**src/rtl/led_palette_pkg.sv**
```systemverilog
// Shared types and scaling helpers for the LED palette sequencer.
// The optional gamma stage (LED_PALETTE_GAMMA_EN) uses gamma_scale.
package led_palette_pkg;

   typedef enum logic [1:0] {
      MODE_STATIC  = 2'b00,
      MODE_BLINK   = 2'b01,
      MODE_BREATHE = 2'b10,
      MODE_OFF     = 2'b11
   } t_led_mode;

   localparam logic [7:0] c_envelope_max = 8'hFF;

   // (v*e + v) >> 8 keeps full scale at e=255 and reaches zero at e=0.
   function automatic logic [7:0] breathe_scale(input logic [7:0] v, input logic [7:0] e);
      logic [15:0] p;
      p = 16'(v) * 16'(e) + 16'(v);
      return 8'(p >> 8);
   endfunction

   function automatic logic [7:0] gamma_scale(input logic [7:0] v);
      logic [15:0] p;
      p = 16'(v) * 16'(v) + 16'd255;
      return 8'(p >> 8);
   endfunction

endpackage

```
**src/rtl/led_palette_sequencer_if.sv**
```systemverilog
// Target/mode load bus and palette outputs of the LED palette sequencer.
interface led_palette_sequencer_if #(
   parameter int unsigned parm_color_led_count = 4,
   parameter int unsigned parm_basic_led_count = 4
);

   logic                                i_palette_load;
   logic [8*parm_color_led_count-1:0]   i_color_red_target;
   logic [8*parm_color_led_count-1:0]   i_color_green_target;
   logic [8*parm_color_led_count-1:0]   i_color_blue_target;
   logic [2*parm_color_led_count-1:0]   i_color_mode;
   logic [8*parm_basic_led_count-1:0]   i_basic_lumin_target;
   logic [parm_basic_led_count-1:0]     i_basic_blink;
   logic [8*parm_color_led_count-1:0]   o_color_led_red_value;
   logic [8*parm_color_led_count-1:0]   o_color_led_green_value;
   logic [8*parm_color_led_count-1:0]   o_color_led_blue_value;
   logic [8*parm_basic_led_count-1:0]   o_basic_led_lumin_value;
   logic                                o_fade_busy;
   logic                                o_fade_done;

   modport master (
      output i_palette_load, i_color_red_target, i_color_green_target, i_color_blue_target,
             i_color_mode, i_basic_lumin_target, i_basic_blink,
      input  o_color_led_red_value, o_color_led_green_value, o_color_led_blue_value,
             o_basic_led_lumin_value, o_fade_busy, o_fade_done
   );

   modport slave (
      input  i_palette_load, i_color_red_target, i_color_green_target, i_color_blue_target,
             i_color_mode, i_basic_lumin_target, i_basic_blink,
      output o_color_led_red_value, o_color_led_green_value, o_color_led_blue_value,
             o_basic_led_lumin_value, o_fade_busy, o_fade_done
   );

endinterface

```
**src/rtl/led_channel_fader.sv**
```systemverilog
// One 8-bit channel: latched target plus a current value that ramps toward it by
// at most parm_fade_step per tick, snapping when within one step.
module led_channel_fader #(
   parameter int unsigned parm_fade_step = 8
) (
   input  logic       clk_i,
   input  logic       srst_i,
   input  logic       load_i,
   input  logic       tick_i,
   input  logic [7:0] target_i,
   output logic [7:0] current_o,
   output logic       at_target_o
);

   localparam logic [8:0] Step = 9'(parm_fade_step);

   logic [7:0] target_q, target_d;
   logic [7:0] current_q, current_d;
   logic [8:0] diff;

   // The tick compares against the target held before any coincident load.
   always_comb begin
      target_d  = load_i ? target_i : target_q;
      current_d = current_q;
      diff      = '0;
      if (tick_i) begin
         if (target_q >= current_q) begin
            diff      = {1'b0, target_q} - {1'b0, current_q};
            current_d = (diff <= Step) ? target_q : current_q + Step[7:0];
         end else begin
            diff      = {1'b0, current_q} - {1'b0, target_q};
            current_d = (diff <= Step) ? target_q : current_q - Step[7:0];
         end
      end
   end

   always_ff @(posedge clk_i) begin
      if (srst_i) begin
         target_q  <= '0;
         current_q <= '0;
      end else begin
         target_q  <= target_d;
         current_q <= current_d;
      end
   end

   assign current_o   = current_q;
   assign at_target_o = (current_d == target_d);

endmodule

```
**src/rtl/led_palette_sequencer.sv**
```systemverilog
// Fading, blinking and breathing palette generator feeding the PWM driver.
// Define LED_PALETTE_GAMMA_EN to add a registered gamma stage on every output.
module led_palette_sequencer
   import led_palette_pkg::*;
#(
   parameter int unsigned parm_color_led_count = 4,
   parameter int unsigned parm_basic_led_count = 4,
   parameter int unsigned parm_tick_divisor    = 50000,
   parameter int unsigned parm_fade_step       = 8,
   parameter int unsigned parm_blink_ticks     = 32
) (
   input logic                     i_clk,
   input logic                     i_srst,
   led_palette_sequencer_if.slave  bus
);

   localparam int unsigned NumColor  = parm_color_led_count;
   localparam int unsigned NumBasic  = parm_basic_led_count;
   localparam int unsigned NumFaders = 3 * NumColor + NumBasic;
   localparam int unsigned TickW     = (parm_tick_divisor > 1) ? $clog2(parm_tick_divisor) : 1;
   localparam int unsigned BlinkW    = (parm_blink_ticks > 1) ? $clog2(parm_blink_ticks) : 1;
   localparam logic [TickW-1:0]  TickLast  = TickW'(parm_tick_divisor - 1);
   localparam logic [BlinkW-1:0] BlinkLast = BlinkW'(parm_blink_ticks - 1);

   logic [TickW-1:0]      tick_cnt_q, tick_cnt_d;
   logic                  tick;
   logic [7:0]            env_q, env_d;
   logic                  env_rising_q, env_rising_d;
   logic [BlinkW-1:0]     blink_cnt_q, blink_cnt_d;
   logic                  blink_phase_q, blink_phase_d;
   logic [2*NumColor-1:0] mode_q, mode_d;
   logic [NumBasic-1:0]   blink_en_q, blink_en_d;
   logic                  busy_q, busy_d;
   logic                  done_q, done_d;
   logic [NumFaders-1:0]  at_target;

   logic [7:0] color_cur [NumColor][3];
   logic [7:0] basic_cur [NumBasic];
   logic [7:0] color_mod_q [NumColor][3];
   logic [7:0] color_mod_d [NumColor][3];
   logic [7:0] basic_mod_q [NumBasic];
   logic [7:0] basic_mod_d [NumBasic];
   logic [7:0] color_out [NumColor][3];
   logic [7:0] basic_out [NumBasic];

   for (genvar n = 0; n < NumColor; n++) begin : g_color
      logic [7:0] tgt [3];
      assign tgt[0] = bus.i_color_red_target[8*n +: 8];
      assign tgt[1] = bus.i_color_green_target[8*n +: 8];
      assign tgt[2] = bus.i_color_blue_target[8*n +: 8];
      for (genvar c = 0; c < 3; c++) begin : g_comp
         led_channel_fader #(
            .parm_fade_step (parm_fade_step)
         ) u_fader (
            .clk_i       (i_clk),
            .srst_i      (i_srst),
            .load_i      (bus.i_palette_load),
            .tick_i      (tick),
            .target_i    (tgt[c]),
            .current_o   (color_cur[n][c]),
            .at_target_o (at_target[3*n+c])
         );
      end
      assign bus.o_color_led_red_value[8*n +: 8]   = color_out[n][0];
      assign bus.o_color_led_green_value[8*n +: 8] = color_out[n][1];
      assign bus.o_color_led_blue_value[8*n +: 8]  = color_out[n][2];
   end

   for (genvar n = 0; n < NumBasic; n++) begin : g_basic
      led_channel_fader #(
         .parm_fade_step (parm_fade_step)
      ) u_fader (
         .clk_i       (i_clk),
         .srst_i      (i_srst),
         .load_i      (bus.i_palette_load),
         .tick_i      (tick),
         .target_i    (bus.i_basic_lumin_target[8*n +: 8]),
         .current_o   (basic_cur[n]),
         .at_target_o (at_target[3*NumColor+n])
      );
      assign bus.o_basic_led_lumin_value[8*n +: 8] = basic_out[n];
   end

   // Tick, envelope and blink timebase; the envelope runs regardless of mode.
   always_comb begin
      tick          = (tick_cnt_q == TickLast);
      tick_cnt_d    = tick ? '0 : tick_cnt_q + TickW'(1);
      env_d         = env_q;
      env_rising_d  = env_rising_q;
      blink_cnt_d   = blink_cnt_q;
      blink_phase_d = blink_phase_q;
      if (tick) begin
         env_d = env_rising_q ? env_q + 8'd1 : env_q - 8'd1;
         if (env_d == c_envelope_max) begin
            env_rising_d = 1'b0;
         end else if (env_d == 8'd0) begin
            env_rising_d = 1'b1;
         end
         if (blink_cnt_q == BlinkLast) begin
            blink_cnt_d   = '0;
            blink_phase_d = ~blink_phase_q;
         end else begin
            blink_cnt_d = blink_cnt_q + BlinkW'(1);
         end
      end
      mode_d     = bus.i_palette_load ? bus.i_color_mode : mode_q;
      blink_en_d = bus.i_palette_load ? bus.i_basic_blink : blink_en_q;
      busy_d     = ~(&at_target);
      done_d     = busy_q & ~busy_d;
   end

   always_comb begin
      for (int n = 0; n < NumColor; n++) begin
         for (int c = 0; c < 3; c++) begin
            color_mod_d[n][c] = '0;
            unique case (t_led_mode'(mode_q[2*n +: 2]))
               MODE_STATIC:  color_mod_d[n][c] = color_cur[n][c];
               MODE_BLINK:   color_mod_d[n][c] = blink_phase_q ? color_cur[n][c] : 8'd0;
               MODE_BREATHE: color_mod_d[n][c] = breathe_scale(color_cur[n][c], env_q);
               MODE_OFF:     color_mod_d[n][c] = 8'd0;
            endcase
         end
      end
      for (int n = 0; n < NumBasic; n++) begin
         basic_mod_d[n] = (blink_en_q[n] && !blink_phase_q) ? 8'd0 : basic_cur[n];
      end
   end

   always_ff @(posedge i_clk) begin
      if (i_srst) begin
         tick_cnt_q    <= '0;
         env_q         <= '0;
         env_rising_q  <= 1'b1;
         blink_cnt_q   <= '0;
         blink_phase_q <= 1'b0;
         mode_q        <= '0;
         blink_en_q    <= '0;
         busy_q        <= 1'b0;
         done_q        <= 1'b0;
         for (int n = 0; n < NumColor; n++) begin
            for (int c = 0; c < 3; c++) color_mod_q[n][c] <= '0;
         end
         for (int n = 0; n < NumBasic; n++) basic_mod_q[n] <= '0;
      end else begin
         tick_cnt_q    <= tick_cnt_d;
         env_q         <= env_d;
         env_rising_q  <= env_rising_d;
         blink_cnt_q   <= blink_cnt_d;
         blink_phase_q <= blink_phase_d;
         mode_q        <= mode_d;
         blink_en_q    <= blink_en_d;
         busy_q        <= busy_d;
         done_q        <= done_d;
         for (int n = 0; n < NumColor; n++) begin
            for (int c = 0; c < 3; c++) color_mod_q[n][c] <= color_mod_d[n][c];
         end
         for (int n = 0; n < NumBasic; n++) basic_mod_q[n] <= basic_mod_d[n];
      end
   end

`ifdef LED_PALETTE_GAMMA_EN
   logic [7:0] color_gam_q [NumColor][3];
   logic [7:0] basic_gam_q [NumBasic];

   always_ff @(posedge i_clk) begin
      if (i_srst) begin
         for (int n = 0; n < NumColor; n++) begin
            for (int c = 0; c < 3; c++) color_gam_q[n][c] <= '0;
         end
         for (int n = 0; n < NumBasic; n++) basic_gam_q[n] <= '0;
      end else begin
         for (int n = 0; n < NumColor; n++) begin
            for (int c = 0; c < 3; c++) color_gam_q[n][c] <= gamma_scale(color_mod_q[n][c]);
         end
         for (int n = 0; n < NumBasic; n++) basic_gam_q[n] <= gamma_scale(basic_mod_q[n]);
      end
   end

   assign color_out = color_gam_q;
   assign basic_out = basic_gam_q;
`else
   assign color_out = color_mod_q;
   assign basic_out = basic_mod_q;
`endif

   assign bus.o_fade_busy = busy_q;
   assign bus.o_fade_done = done_q;

endmodule

```
**src/flat_wrapper.sv**
```systemverilog
// flat-port wrapper written by rule: the top's interface ports become plain ports
module led_palette_sequencer_flat import led_palette_pkg::*;
#(
   parameter int unsigned parm_color_led_count = 4,
   parameter int unsigned parm_basic_led_count = 4,
   parameter int unsigned parm_tick_divisor    = 50000,
   parameter int unsigned parm_fade_step       = 8,
   parameter int unsigned parm_blink_ticks     = 32
)
  (i_clk, i_srst, bus_i_palette_load, bus_i_color_red_target, bus_i_color_green_target, bus_i_color_blue_target, bus_i_color_mode, bus_i_basic_lumin_target, bus_i_basic_blink, bus_o_color_led_red_value, bus_o_color_led_green_value, bus_o_color_led_blue_value, bus_o_basic_led_lumin_value, bus_o_fade_busy, bus_o_fade_done);
  led_palette_sequencer_if #(.parm_color_led_count(parm_color_led_count), .parm_basic_led_count(parm_basic_led_count)) bus_i ();
  input logic i_clk;
  input logic i_srst;
  input wire logic [$bits(bus_i.i_palette_load)-1:0] bus_i_palette_load;
  input wire logic [$bits(bus_i.i_color_red_target)-1:0] bus_i_color_red_target;
  input wire logic [$bits(bus_i.i_color_green_target)-1:0] bus_i_color_green_target;
  input wire logic [$bits(bus_i.i_color_blue_target)-1:0] bus_i_color_blue_target;
  input wire logic [$bits(bus_i.i_color_mode)-1:0] bus_i_color_mode;
  input wire logic [$bits(bus_i.i_basic_lumin_target)-1:0] bus_i_basic_lumin_target;
  input wire logic [$bits(bus_i.i_basic_blink)-1:0] bus_i_basic_blink;
  output wire logic [$bits(bus_i.o_color_led_red_value)-1:0] bus_o_color_led_red_value;
  output wire logic [$bits(bus_i.o_color_led_green_value)-1:0] bus_o_color_led_green_value;
  output wire logic [$bits(bus_i.o_color_led_blue_value)-1:0] bus_o_color_led_blue_value;
  output wire logic [$bits(bus_i.o_basic_led_lumin_value)-1:0] bus_o_basic_led_lumin_value;
  output wire logic [$bits(bus_i.o_fade_busy)-1:0] bus_o_fade_busy;
  output wire logic [$bits(bus_i.o_fade_done)-1:0] bus_o_fade_done;
  assign bus_i.i_palette_load = bus_i_palette_load;
  assign bus_i.i_color_red_target = bus_i_color_red_target;
  assign bus_i.i_color_green_target = bus_i_color_green_target;
  assign bus_i.i_color_blue_target = bus_i_color_blue_target;
  assign bus_i.i_color_mode = bus_i_color_mode;
  assign bus_i.i_basic_lumin_target = bus_i_basic_lumin_target;
  assign bus_i.i_basic_blink = bus_i_basic_blink;
  assign bus_o_color_led_red_value = bus_i.o_color_led_red_value;
  assign bus_o_color_led_green_value = bus_i.o_color_led_green_value;
  assign bus_o_color_led_blue_value = bus_i.o_color_led_blue_value;
  assign bus_o_basic_led_lumin_value = bus_i.o_basic_led_lumin_value;
  assign bus_o_fade_busy = bus_i.o_fade_busy;
  assign bus_o_fade_done = bus_i.o_fade_done;
  led_palette_sequencer #(.parm_color_led_count(parm_color_led_count), .parm_basic_led_count(parm_basic_led_count), .parm_tick_divisor(parm_tick_divisor), .parm_fade_step(parm_fade_step), .parm_blink_ticks(parm_blink_ticks)) u_core (.i_clk(i_clk), .i_srst(i_srst), .bus(bus_i));
endmodule
```
**config.mk**
```make
export PLATFORM = sky130hd
export DESIGN_NAME = led_palette_sequencer_flat
export DESIGN_NICKNAME = d
export VERILOG_FILES = /design/src/rtl/led_palette_pkg.sv /design/src/rtl/led_palette_sequencer_if.sv /design/src/rtl/led_channel_fader.sv /design/src/rtl/led_palette_sequencer.sv /design/src/flat_wrapper.sv
export SDC_FILE = /design/constraint.sdc
export NUM_CORES = 2
export LEC_CHECK = 0
export CORE_AREA = 5 5 271 538
export DETAILED_ROUTE_END_ITERATION = 16
export DIE_AREA = 0 0 276 543
export PLACE_DENSITY = 0.58
export SETUP_SLACK_MARGIN = 0.3
export SLEW_MARGIN = 20
export SYNTH_ARGS = -nofsm -noshare
export SYNTH_HDL_FRONTEND = slang
export SYNTH_HIERARCHICAL = 1
export SYNTH_SLANG_ARGS = --single-unit
```
**constraint.sdc**
```tcl
create_clock -name i_clk -period 21.4 [get_ports i_clk]
set_input_delay 2.14 -clock i_clk [delete_from_list [all_inputs] [get_ports i_clk]]
set_output_delay 2.14 -clock i_clk [all_outputs]
set_load 0.005 [all_outputs]
```
==> results <==
- The wire length of the first global-routing pass is roughly 300000 µm.
- The cell row count is just under 200.
- The endpoint of the worst-slack reg-to-reg timing path is u_core/bus.o_fade_done.
- In this run the static leakage power is 30.9 nW.
- The number of DRC violations after detailed routing is 0.
- The run finished with clean final reports.
- For this run the aggregate overflow at the end of global routing stands at 0.
- The logic depth of the worst register-to-register path is 15.
- The leading area contributor after synthesis is sky130_fd_sc_hd__fa_1.
- The weighted congestion at the end of routability-driven global placement is a little under 0.9.
- Sequential cells were found to cover 13.9% of the synthesized design area.
- After routing, the total negative slack on setup checks comes to 0 ns.
- The max-cap check violation count is 0.
- The number of different library cells used by synthesis comes to 91.
- The vertical extent of the die is 543 µm.
- The hold violation count in the final report was 0.
- The area share of the largest cell type after synthesis is 16.8%.
- After Yosys synthesis, full adders, half adders and majority gates account for between 30% and 40% of the synthesized area.
- The deepest clock path buffer count is 3.
- Yosys attributes the largest share of cell area to sky130_fd_sc_hd__fa_1, sky130_fd_sc_hd__dfxtp_1, sky130_fd_sc_hd__ha_1.
- The final-report setup violation count is 0.
- In the final layout, the share of cells above drive strength 1 is just over 5%.
- Across all register-to-register paths, the minimum setup slack is 14.98 ns.
- After layout, the design draws a total of between 2 and 2.5 mW.
- The core region is roughly 140000 µm².
- The number of warnings issued by yosys is 6.
- The proportion of synthesized flip-flops having asynchronous set or reset is 0%.
- The post-route minimum period is approximately 6.4 ns.
- The layout overhead on the synthesized area is 8.95%.
- The die area is 150000 µm².
- The total clock sinks is around 430.
- In this run the post-CTS setup repair buffer count came out at 0.
- In this run, synthesis produced a sequential element count of about 430.
- The count of buffers added on input and output ports is roughly 270.
- For the worst-skew pair, the clock arrives at the later sink with an insertion delay of between 0.6 and 0.7 ns.
- The number of global-route vias before repair is 55599.
- After clock tree synthesis, the clock-pin slew on the worst setup and hold paths is about 0.070 ns.
- Fill cells in the final layout number ~14000.
- The number of slew-limit violations in the final report is 0.
- The dominant combinational cell family by area after synthesis is adder cells.
- The worst hold path class is reg -> reg.
- The count of hold buffers inserted by post-cts repair is 0.
- The area fraction in compound gates after synthesis is about 18%.
- The pin count of the biggest net entering global routing is 132.
- The total number of nets in the final design is around 8700.
- For the pin with the worst max-slew slack, the measured transition is 1.07 ns.
- The number of vias after detailed routing is 52186.
- The final critical path takes up between 30% and 40% of the cycle.
- The mapped netlist covers roughly 62000 µm².
- The width of the chip is roughly 280 µm.
- The prevailing post-synth register cell is sky130_fd_sc_hd__dfxtp_1.
- The proportion of synthesized area in mux cells is under 10%.
- Leaving out fill and tap cells, the most frequent cell in the layout is sky130_fd_sc_hd__inv_1.
- The number of vias per cell is between 5 and 6.
- The mean routed wirelength per cell is roughly 20 µm.
- The critical path class is reg -> reg.
- The worst hold endpoint is u_core/tick_cnt_q[0].
- The maximum fanout along the worst path is 18.
- For this design the top-level I/O count stands at 273.
- The required time at the endpoint of the critical path is 21.99 ns.
- The startpoint of the worst register-to-register path is u_core/g_color[2].g_comp[0].u_fader/current_o[5].
- Walking the worst path, the cells encountered are inv_1 > ha_1 > a21oi_1 > o21ai_0 > o22ai_1 > a31oi_1 > and4_1 > a22oi_1 > a221oi_1 > xnor2_1 > o2111ai_1 > nor4_2 > nand4_1 > nor4_1 > and3b_1.
- The biggest cell delay along the critical path is 0.87 ns.
- The fraction of synthesized cell area in xor and xnor cells is roughly 5.4%.
- When the netlist entered floorplanning its net count stood at between 8000 and 9000.
- The number of search-and-repair iterations in the first detailed-routing pass is 6.
- The number of antenna violations at the first check in global routing is 14.
- For this run, the total global-route usage over all layers was measured as 24.0%.
- In this run the tightest slew margin relative to its limit is about 29%.
- For this design the ratio of total power to cell area is roughly 34 nW/µm².
- The worst setup path is launched from a register.
- The average instance in the mapped netlist occupies 8.37 µm².
- IR analysis of the VDD net gives a maximum drop of approximately 0.000067 V.
- The hold path depth is 1.
- The placed wire-length estimate is between 100000 and 150000 µm.
- In the layout the commonest cells are sky130_fd_sc_hd__inv_1, sky130_fd_sc_hd__ha_1, sky130_fd_sc_hd__nor2_1.
- TritonCTS built the clock tree.
- The tree is rooted in a sky130_fd_sc_hd__clkbuf_16.
- In this run the remaining antenna-violating nets after routing total 0.
- The signal arrival time at the worst endpoint is 7.02 ns.
- The first routing iteration left around 2400 violations.
- The launch point of the worst hold path is u_core/tick_cnt_q[0].
- The quantity of gates resized following cts is 0.
- The number of cells produced by synthesis is roughly 7400.
- The number of enable-type register cells in the synthesized netlist is 0.
- Once the floorplan was initialized, standard cells occupied 43.7% of the core.
- The simple logic cell fraction of the synthesized area is between 20% and 30%.
- Buffers inserted during clock tree synthesis total 50.
- Setup repair after global routing left no endpoint under its margin.
- The maximum operating frequency is approximately 0.16 GHz.
- Among all stages on the critical path, the largest delay is contributed by sky130_fd_sc_hd__dfxtp_1.
- The count of H-tree levels built during CTS is 2.
- The worst setup path is captured at a register.
- On the final layout, the worst clock skew is 0.0263 ns.
- The detailed-route wire length is between 150000 and 200000 µm.
[area by class of cell]
| class | instances | area, µm² | area share, % |
|---|---|---|---|
| clock inverters | 30 | 305 | 0.455 |
| diodes | 6 | 15.0 | 0.0224 |
| multi-input cells | 5657 | 48000 | 71.5 |
| clock buffers | 62 | 1360 | 2.02 |
| flip-flops and latches | 429 | 8620 | 12.8 |
| well taps | 1871 | 2340 | 3.49 |
| inverters | 911 | 3420 | 5.09 |
| repair buffers | 319 | 3100 | 4.61 |
[cells in the mapped netlist, types with 88 or more instances]
library cell	n
sky130_fd_sc_hd__and2_1	538
sky130_fd_sc_hd__a21o_1	106
sky130_fd_sc_hd__ha_1	683
sky130_fd_sc_hd__xor2_1	119
sky130_fd_sc_hd__o21a_1	88
sky130_fd_sc_hd__xnor2_1	260
sky130_fd_sc_hd__inv_1	911
sky130_fd_sc_hd__fa_1	517
sky130_fd_sc_hd__nor2_1	625
sky130_fd_sc_hd__nand2_1	618
sky130_fd_sc_hd__nand2b_1	110
sky130_fd_sc_hd__o21ai_0	169
sky130_fd_sc_hd__a21oi_1	317
sky130_fd_sc_hd__dfxtp_1	429
sky130_fd_sc_hd__mux2i_1	182
sky130_fd_sc_hd__clkbuf_1	273
[how the worst max path moves through the flow]
| stage | startpoint | end | slack (ns) |
|---|---|---|---|
| 3_5_place_dp | bus_i_palette_load | u_core/bus.o_fade_done | 14.81 |
| 4_1_cts | u_core/g_color[2].g_comp[0].u_fader/current_o[5] | u_core/bus.o_fade_done | 14.95 |
| 6_report | u_core/g_color[2].g_comp[0].u_fader/current_o[5] | u_core/bus.o_fade_done | 14.98 |
| 3_3_place_gp | bus_i_palette_load | u_core/bus.o_fade_done | 14.72 |
| 2_1_floorplan | u_core/tick_cnt_q[7] | u_core/bus.o_fade_done | 7.72 |
| 5_1_grt | u_core/g_color[2].g_comp[0].u_fader/current_o[5] | u_core/bus.o_fade_done | 14.63 |
[worst max-delay path, delay by kind of cell (launching register included)]
family | cells | cell delay [ns]
and+or+nand+nor | 5 | 2.36
xor gates and xnor gates | 1 | 0.22
buffers and inverters | 1 | 0.27
adders and majority gates | 1 | 0.73
DFF | 1 | 0.87
AOI/OAI and AO/OA | 7 | 1.91
[logic make-up (layout without fill, tap and decap cells)]
group	after synthesis	after routing
XOR/XNOR	381	381
adder cells (fa/ha/maj)	1200	1200
flip-flops	429	429
other	0	6
AO/OA/AOI/OAI	1428	1428
multiplexers	228	228
buffers and inverters	1278	1322
AND/OR/NAND/NOR	2420	2420
[per-stage QoR]
step | cells | area [µm²] | setup slack [ns] | hold slack (ns) | utilization (%)
4_1_cts | 9279 | 67100 | 14.95 | 0.469 | 47.6
3_5_place_dp | 9187 | 65500 | 14.81 | 0.459 | 46.4
2_1_floorplan | 7364 | 61600 | 7.72 | 0.426 | -
3_3_place_gp | 9187 | 65500 | 14.72 | 0.446 | 46.4
5_1_grt | 9282 | 67100 | 14.63 | 0.500 | 47.6
6_report | 9285 | 67100 | 14.98 | 0.470 | 47.6
[layer usage]
layer | GRT usage (%) | share of wire (%)
met5 | 0 | 0.018
met4 | 11.3 | 5.1
met3 | 2.36 | 3.1
met2 | 49.3 | 56
met1 | 23.8 | 36
[flip-flops by register name, summed over array words and instances, names as in the netlist]
register                                 count
u_core/blink_cnt_q                           5
u_core/blink_en_q                            4
u_core/blink_phase_q                         1
u_core/bus.o_basic_led_lumin_value          32
u_core/bus.o_color_led_blue_value           32
u_core/bus.o_color_led_green_value          32
u_core/bus.o_color_led_red_value            32
u_core/bus.o_fade_busy                       1
u_core/bus.o_fade_done                       1
u_core/env_q                                 8
u_core/env_rising_q                          1
u_core/g_basic.u_fader/current_o            32
u_core/g_basic.u_fader/target_q             32
u_core/g_color.g_comp.u_fader/current_o     96
u_core/g_color.g_comp.u_fader/target_q      96
u_core/mode_q                                8
u_core/tick_cnt_q                           16
[power by group]
part | internal, mW | switching, mW
Clock | 0.494 | 0.418
Combinational | 0.224 | 0.316
Sequential | 0.813 | 0.0247
Total | 1.53 | 0.758
No activity file was read; power rests on OpenSTA's default activity.
